--- config.mk ---
export PLATFORM = sky130hd
export DESIGN_NAME = uart_frame_sequencer_flat
export DESIGN_NICKNAME = d
export VERILOG_FILES = /design/src/rtl/uart_frame_sequencer_if.sv /design/src/rtl/uart_frame_sequencer.sv /design/src/flat_wrapper.sv
export SDC_FILE = /design/constraint.sdc
export NUM_CORES = 1
export LEC_CHECK = 0
export BUFFER_PORTS_ARGS = -buffer_cell sky130_fd_sc_hd__buf_2
export CORE_UTILIZATION = 35
export DETAILED_ROUTE_END_ITERATION = 10
export GPL_TIMING_DRIVEN = 0
export PLACE_DENSITY_LB_ADDON = 0.05
export SYNTH_ARGS = -nofsm -noshare
export SYNTH_HDL_FRONTEND = slang
export SYNTH_SLANG_ARGS = --single-unit
export TNS_END_PERCENT = 10
--- constraint.sdc ---
create_clock -name clk -period 2.2 [get_ports clk]
set_input_delay 0.11 -clock clk [delete_from_list [all_inputs] [get_ports clk]]
set_output_delay 0.11 -clock clk [all_outputs]
set_load 0.01 [all_outputs]
--- src/rtl/uart_frame_sequencer_if.sv ---
// Bus bundle between the frame sequencer and its UART/compute-core neighbours.
// master = sequencer side, slave = UART receiver/transmitter + core side.
interface uart_frame_sequencer_if #(
  parameter int unsigned DATA_W = 128
);
  logic [7:0]        rx_data;
  logic              rx_valid;
  logic [DATA_W-1:0] core_din;
  logic              core_din_valid;
  logic [DATA_W-1:0] core_dout;
  logic              core_dout_valid;
  logic [7:0]        tx_data;
  logic              tx_valid;
  logic              tx_ready;
  logic              busy;
  logic              overrun;
  logic              timeout_err;

  modport master (
    input  rx_data, rx_valid, core_dout, core_dout_valid, tx_ready,
    output core_din, core_din_valid, tx_data, tx_valid, busy, overrun, timeout_err
  );

  modport slave (
    output rx_data, rx_valid, core_dout, core_dout_valid, tx_ready,
    input  core_din, core_din_valid, tx_data, tx_valid, busy, overrun, timeout_err
  );
endinterface

--- src/rtl/uart_frame_sequencer.sv ---
// Collects UART bytes into a frame, launches it into the compute core, waits for the
// result under a timeout and streams it back out. Optional: UART_SEQ_TERM_FLUSH_EN.
module uart_frame_sequencer #(
  parameter int unsigned FRAME_BYTES    = 16,
  parameter int unsigned TIMEOUT_CYCLES = 64
) (
  input  logic                  clk,
  input  logic                  rst,
  uart_frame_sequencer_if.master bus
);
  localparam int unsigned DATA_W = 8 * FRAME_BYTES;
  localparam int unsigned CNT_W  = $clog2(FRAME_BYTES + 1);
  localparam int unsigned TMO_W  = $clog2(TIMEOUT_CYCLES + 1);
  localparam logic [CNT_W-1:0] LAST_BYTE = CNT_W'(FRAME_BYTES - 1);
  localparam logic [CNT_W-1:0] FULL      = CNT_W'(FRAME_BYTES);
  localparam logic [TMO_W-1:0] TMO_LIMIT = TMO_W'(TIMEOUT_CYCLES);

  typedef enum logic [1:0] {COLLECT, LAUNCH, WAIT, SEND} state_t;
  state_t state, state_nxt;

  logic [CNT_W-1:0]  rx_cnt;
  logic [CNT_W-1:0]  tx_left;
  logic [TMO_W-1:0]  tmo_cnt;
  logic [DATA_W-1:0] din_q;
  logic [DATA_W-1:0] tx_shift;
  logic              overrun_q;
  logic              timeout_q;

  logic rx_take;
  logic rx_flush;
  logic capture;
  logic tmo_fire;
  logic tx_fire;

  always_ff @(posedge clk) begin
    if (rst) state <= COLLECT;
    else     state <= state_nxt;
  end

  always_comb begin
    state_nxt = state;
    rx_take   = 1'b0;
    rx_flush  = 1'b0;
    capture   = 1'b0;
    tmo_fire  = 1'b0;
    tx_fire   = 1'b0;
    unique case (state)
      COLLECT: begin
        if (bus.rx_valid) begin
`ifdef UART_SEQ_TERM_FLUSH_EN
          if (bus.rx_data == 8'h0D) begin
            // CR on an empty frame is simply swallowed
            rx_flush = (rx_cnt != '0);
            if (rx_cnt != '0) state_nxt = LAUNCH;
          end else
`endif
          begin
            rx_take = 1'b1;
            if (rx_cnt == LAST_BYTE) state_nxt = LAUNCH;
          end
        end
      end
      LAUNCH: state_nxt = WAIT;
      WAIT: begin
        if (bus.core_dout_valid) begin
          capture   = 1'b1;
          state_nxt = SEND;
        end else if (tmo_cnt == TMO_LIMIT) begin
          tmo_fire  = 1'b1;
          state_nxt = COLLECT;
        end
      end
      SEND: begin
        if (bus.tx_ready) begin
          tx_fire = 1'b1;
          if (tx_left == CNT_W'(1)) state_nxt = COLLECT;
        end
      end
      default: state_nxt = COLLECT;
    endcase
  end

  always_ff @(posedge clk) begin
    if (rst) begin
      rx_cnt    <= '0;
      din_q     <= '0;
      tmo_cnt   <= '0;
      tx_shift  <= '0;
      tx_left   <= '0;
      overrun_q <= 1'b0;
      timeout_q <= 1'b0;
    end else begin
      if (rx_take) begin
        din_q  <= {din_q[DATA_W-9:0], bus.rx_data};
        rx_cnt <= (rx_cnt == LAST_BYTE) ? '0 : rx_cnt + CNT_W'(1);
      end
`ifdef UART_SEQ_TERM_FLUSH_EN
      // Shifting up by the missing byte count equals receiving that many 8'h00 bytes
      if (rx_flush) begin
        din_q  <= din_q << (8 * (FRAME_BYTES - 32'(rx_cnt)));
        rx_cnt <= '0;
      end
`endif
      if (bus.rx_valid && state != COLLECT) overrun_q <= 1'b1;

      if (state == LAUNCH)    tmo_cnt <= TMO_W'(1);
      else if (state == WAIT) tmo_cnt <= tmo_cnt + TMO_W'(1);
      if (tmo_fire) timeout_q <= 1'b1;

      // A fully drained shift register leaves tx_data at zero between frames
      if (capture) begin
        tx_shift <= bus.core_dout;
        tx_left  <= FULL;
      end else if (tx_fire) begin
        tx_shift <= {tx_shift[DATA_W-9:0], 8'h00};
        tx_left  <= tx_left - CNT_W'(1);
      end
    end
  end

  assign bus.core_din       = din_q;
  assign bus.core_din_valid = (state == LAUNCH);
  assign bus.tx_data        = tx_shift[DATA_W-1 -: 8];
  assign bus.tx_valid       = (state == SEND);
  assign bus.busy           = (state != COLLECT);
  assign bus.overrun        = overrun_q;
  assign bus.timeout_err    = timeout_q;
endmodule

--- src/flat_wrapper.sv ---
// flat-port wrapper written by rule: the top's interface ports become plain ports
module uart_frame_sequencer_flat 
#(
  parameter int unsigned FRAME_BYTES    = 16,
  parameter int unsigned TIMEOUT_CYCLES = 64
)
  (clk, rst, bus_rx_data, bus_rx_valid, bus_core_dout, bus_core_dout_valid, bus_tx_ready, bus_core_din, bus_core_din_valid, bus_tx_data, bus_tx_valid, bus_busy, bus_overrun, bus_timeout_err);
  uart_frame_sequencer_if #(.DATA_W(128)) bus_i ();
  input  logic clk;
  input  logic rst;
  input wire logic [$bits(bus_i.rx_data)-1:0] bus_rx_data;
  input wire logic [$bits(bus_i.rx_valid)-1:0] bus_rx_valid;
  input wire logic [$bits(bus_i.core_dout)-1:0] bus_core_dout;
  input wire logic [$bits(bus_i.core_dout_valid)-1:0] bus_core_dout_valid;
  input wire logic [$bits(bus_i.tx_ready)-1:0] bus_tx_ready;
  output wire logic [$bits(bus_i.core_din)-1:0] bus_core_din;
  output wire logic [$bits(bus_i.core_din_valid)-1:0] bus_core_din_valid;
  output wire logic [$bits(bus_i.tx_data)-1:0] bus_tx_data;
  output wire logic [$bits(bus_i.tx_valid)-1:0] bus_tx_valid;
  output wire logic [$bits(bus_i.busy)-1:0] bus_busy;
  output wire logic [$bits(bus_i.overrun)-1:0] bus_overrun;
  output wire logic [$bits(bus_i.timeout_err)-1:0] bus_timeout_err;
  assign bus_i.rx_data = bus_rx_data;
  assign bus_i.rx_valid = bus_rx_valid;
  assign bus_i.core_dout = bus_core_dout;
  assign bus_i.core_dout_valid = bus_core_dout_valid;
  assign bus_i.tx_ready = bus_tx_ready;
  assign bus_core_din = bus_i.core_din;
  assign bus_core_din_valid = bus_i.core_din_valid;
  assign bus_tx_data = bus_i.tx_data;
  assign bus_tx_valid = bus_i.tx_valid;
  assign bus_busy = bus_i.busy;
  assign bus_overrun = bus_i.overrun;
  assign bus_timeout_err = bus_i.timeout_err;
  uart_frame_sequencer #(.FRAME_BYTES(FRAME_BYTES), .TIMEOUT_CYCLES(TIMEOUT_CYCLES)) u_core (.clk(clk), .rst(rst), .bus(bus_i));
endmodule
==> results.cfg <==
[placed_design]
dp_hpwl_um = 23700
placed_cells = 2059
numPortBuffers = 280
gp_congestion = 0.770
place_ws_ns = -0.0545
place_area_um2 = 12800

[critical_path]
critical_path_class = reg2reg
crit_slowest_cell = dfxtp_1
crit_chain = inv_1, ha_1, buf_2, nand2_2, buf_2, clkbuf_1, a311oi_1
cp_common_cell = buf_2
worst-path-buf-inv = 4
arrival_ns = 2.54
crit_family = buffers and inverters
r2r_end = u_core.tx_shift[22]
timing.rr.start = u_core.state[0]
slowest_delay_ns = 0.39
cp-end-kind = flop
cp_max_fo = 10
rrSetupSlack_ns = 0.07
reg2regPathDepth = 7
required_ns = 2.62
worst_setup_path_start_kind = flop

[floorplan]
coreArea_um2 = 30600
die_w_um = 178
row_count = 64
start_util_pct = 35.6
die_y_um = 178
ioPinCount = 282
dieArea_um2 = 31800

[cells_and_area]
fin_cells = 2256
seq_area_um2 = 5550
layout_common_cells = nand2_1 (506), buf_2 (312), dfxtp_1 (277)
fin_util_pct = 49.9
layout.nets = 1985
multi_input_area_um2 = 4750
drive_above_1_share_pct = 21.6
fin_area_um2 = 15300
final_common_cell = nand2_1
fillers = 3118
area_growth_pct = 40.1

[routing]
wl_per_cell_um = 15.2
via_per_inst = 4.82
first_pass_iters = 4
drc = 0
ant_nets = 0
drtIter0Drc = 563
drt-total-wl_um = 34400
via_count = 10900

[grt]
grt_max_degree = 16
antenna_found_initial = 1
grtUsageTotal_pct = 20.7
gr-total-overflow = 0
grt_pass1_wl_um = 52900
grt_pass1_vias = 10200

[synthesis]
synth_area_um2 = 10900
yosysUniqueCellTypes = 41
synth_top_area_cell = dfxtp_1
avgSynthCellArea_um2 = 7.88
yosysWarnings = 0
synth_nets = 1534
yosysTopAreaCellShare_pct = 50.9
ys_top_cells_by_area = dfxtp_1 (51%), nand2_1 (17%), a311oi_1 (9.7%)
ys_seq_area_share_pct = 50.9
ys_ff_latch = 277
postSynthCellCount = 1383

[clocking]
cts_max_level = 1
root_buffer = clkbuf_16
cts_tree = yes
numCtsBuffers = 31
clk_path_buf_depth = 3
postCtsSetupRepairBufs = 0
cts.sinks = 277
clock_latency_ns = 0.56
path_clk_slew_ns = 0.06

[timing]
finalClockSkew_ns = 0.00786
fin_crit_sh_pct = 96.7
setup_viol = 0
whs_ns = 0.0472
finalCriticalPeriod_ns = 2.13
slew_viol_final = 0
worst_slew_pin_slew_ns = 0.639
finalHoldViolCount = 0
fin_ws_ns = 0.0730
fmaxAchievable_mhz = 470
rsz0062_at_grt = yes
max-slew-margin-rel_pct = 57.4

[worst_hold_path]
hp-class = in2reg
hp-start = rst
holdPathStages = 3
holdPathEnd = u_core.rx_cnt[4]

[pwr]
p_leak_uw = 0.00600
powerDensity_nw_per_um2 = 722
vdd_ir_drop_max_mv = 0.520

[run_status]
status = finished clean

[flow_run]
drv_cap = 0
-- timing repair --
| item | in CTS | in global routing |
|---|---|---|
| hold buffers | 138 | 0 |
| setup endpoints to repair | 10 | 142 |
| resized for setup | 2 | 21 |
| endpoints found under the hold margin | 138 | 0 |
-- through the flow --
step	TNS (ns)	power (uW)
floorplan	0	5330
detailed placement	-0.398	5550
finish	0	11000
global route	-0.866	11400
CTS	0	11100
global placement	-0.128	5550
-- power by group --
part	internal, uW	switching (uW)
Sequential	5040	15.7
Clock	3270	2110
Combinational	300	290
Total	8610	2410
-- cell families after synthesis --
group	after synthesis	share of synthesized area, %
adder cells (fa/ha/maj)	10	1.15
AO/OA/AOI/OAI	279	17.7
flip-flops	277	50.9
AND/OR/NAND/NOR	678	24.1
XOR/XNOR	7	0.563
multiplexers	1	0.0919
buffers and inverters	131	5.50
-- cell usage after synthesis --
| cell type | instances |
|---|---|
| dfxtp_1 | 277 |
| nand2b_1 | 2 |
| a21oi_1 | 136 |
| o41ai_1 | 1 |
| clkbuf_1 | 65 |
| and4b_1 | 1 |
| o31ai_1 | 1 |
| a22oi_1 | 8 |
| nand2b_4 | 1 |
| o41a_1 | 2 |
| nor4_1 | 2 |
| a311oi_1 | 121 |
| or4_1 | 1 |
| xnor2_1 | 2 |
| and2_1 | 3 |
| buf_4 | 16 |
| a31oi_1 | 2 |
| ha_1 | 10 |
| o21ai_0 | 2 |
| nand4_1 | 3 |
| xor2_1 | 5 |
| a211oi_1 | 1 |
| nand4b_1 | 1 |
| a21o_1 | 1 |
| nor2_2 | 1 |
| nand3_1 | 2 |
| nor2_1 | 143 |
| nor2b_1 | 1 |
| buf_2 | 32 |
| or2_2 | 1 |
| buf_1 | 10 |
| a2111oi_1 | 1 |
| nand2_1 | 506 |
| o41ai_2 | 2 |
| a41oi_1 | 1 |
| nor3_1 | 6 |
| or3_1 | 2 |
| buf_6 | 1 |
| inv_1 | 7 |
| mux2i_1 | 1 |
| nand2_2 | 2 |
-- how the worst max path moves through the flow --
stage               depth (start not counted)  slack [ns]              endpoint            start
floorplan                                   6        0.61     u_core.tx_left[4]  u_core.state[1]
global placement                            7       -0.02  u_core.tx_shift[124]  u_core.state[0]
detailed placement                          7       -0.05   u_core.tx_shift[13]  u_core.state[0]
CTS                                         7        0.04   u_core.tx_shift[72]  u_core.state[0]
global route                                7       -0.05   u_core.tx_shift[21]  u_core.state[0]
finish                                      7        0.07   u_core.tx_shift[22]  u_core.state[0]
-- layer usage --
layer / vias up / GRT usage (%) / part of all wire (%)
li1: 5582 / - / -
met1: 4993 / 28.4 / 48
met2: 265 / 33.7 / 46
met3: 44 / 3.18 / 4.8
met4: 0 / 5.05 / 1.9
met5: - / 0 / 0
-- worst register-to-register path: cells and delay by family, from the launching register on --
| kind | cells | cell delay, ns |
|---|---|---|
| buf+inv | 4 | 1.00 |
| flops | 1 | 0.39 |
| simple gates | 1 | 0.22 |
| fa+ha+maj | 1 | 0.21 |
| compound gates | 1 | 0.16 |
-- registers in the layout (all words and copies together), names as in the netlist --
signal / flops
u_core.bus.overrun: 1
u_core.tx_left: 5
u_core.bus.core_din: 128
u_core.rx_cnt: 5
u_core.bus.timeout_err: 1
u_core.state: 2
u_core.tx_shift: 128
u_core.tmo_cnt: 7
-- layout make-up --
type | count | area share, %
sequential | 277 | 36.3
multi-input combinational | 975 | 31.1
timing repair buffer | 418 | 18.2
clock buffer | 48 | 6.16
buffer | 124 | 3.89
tap | 396 | 3.25
clock inverter | 10 | 0.861
inverter | 7 | 0.172
antenna | 1 | 0.0164
(Power assumes the default switching activity.)
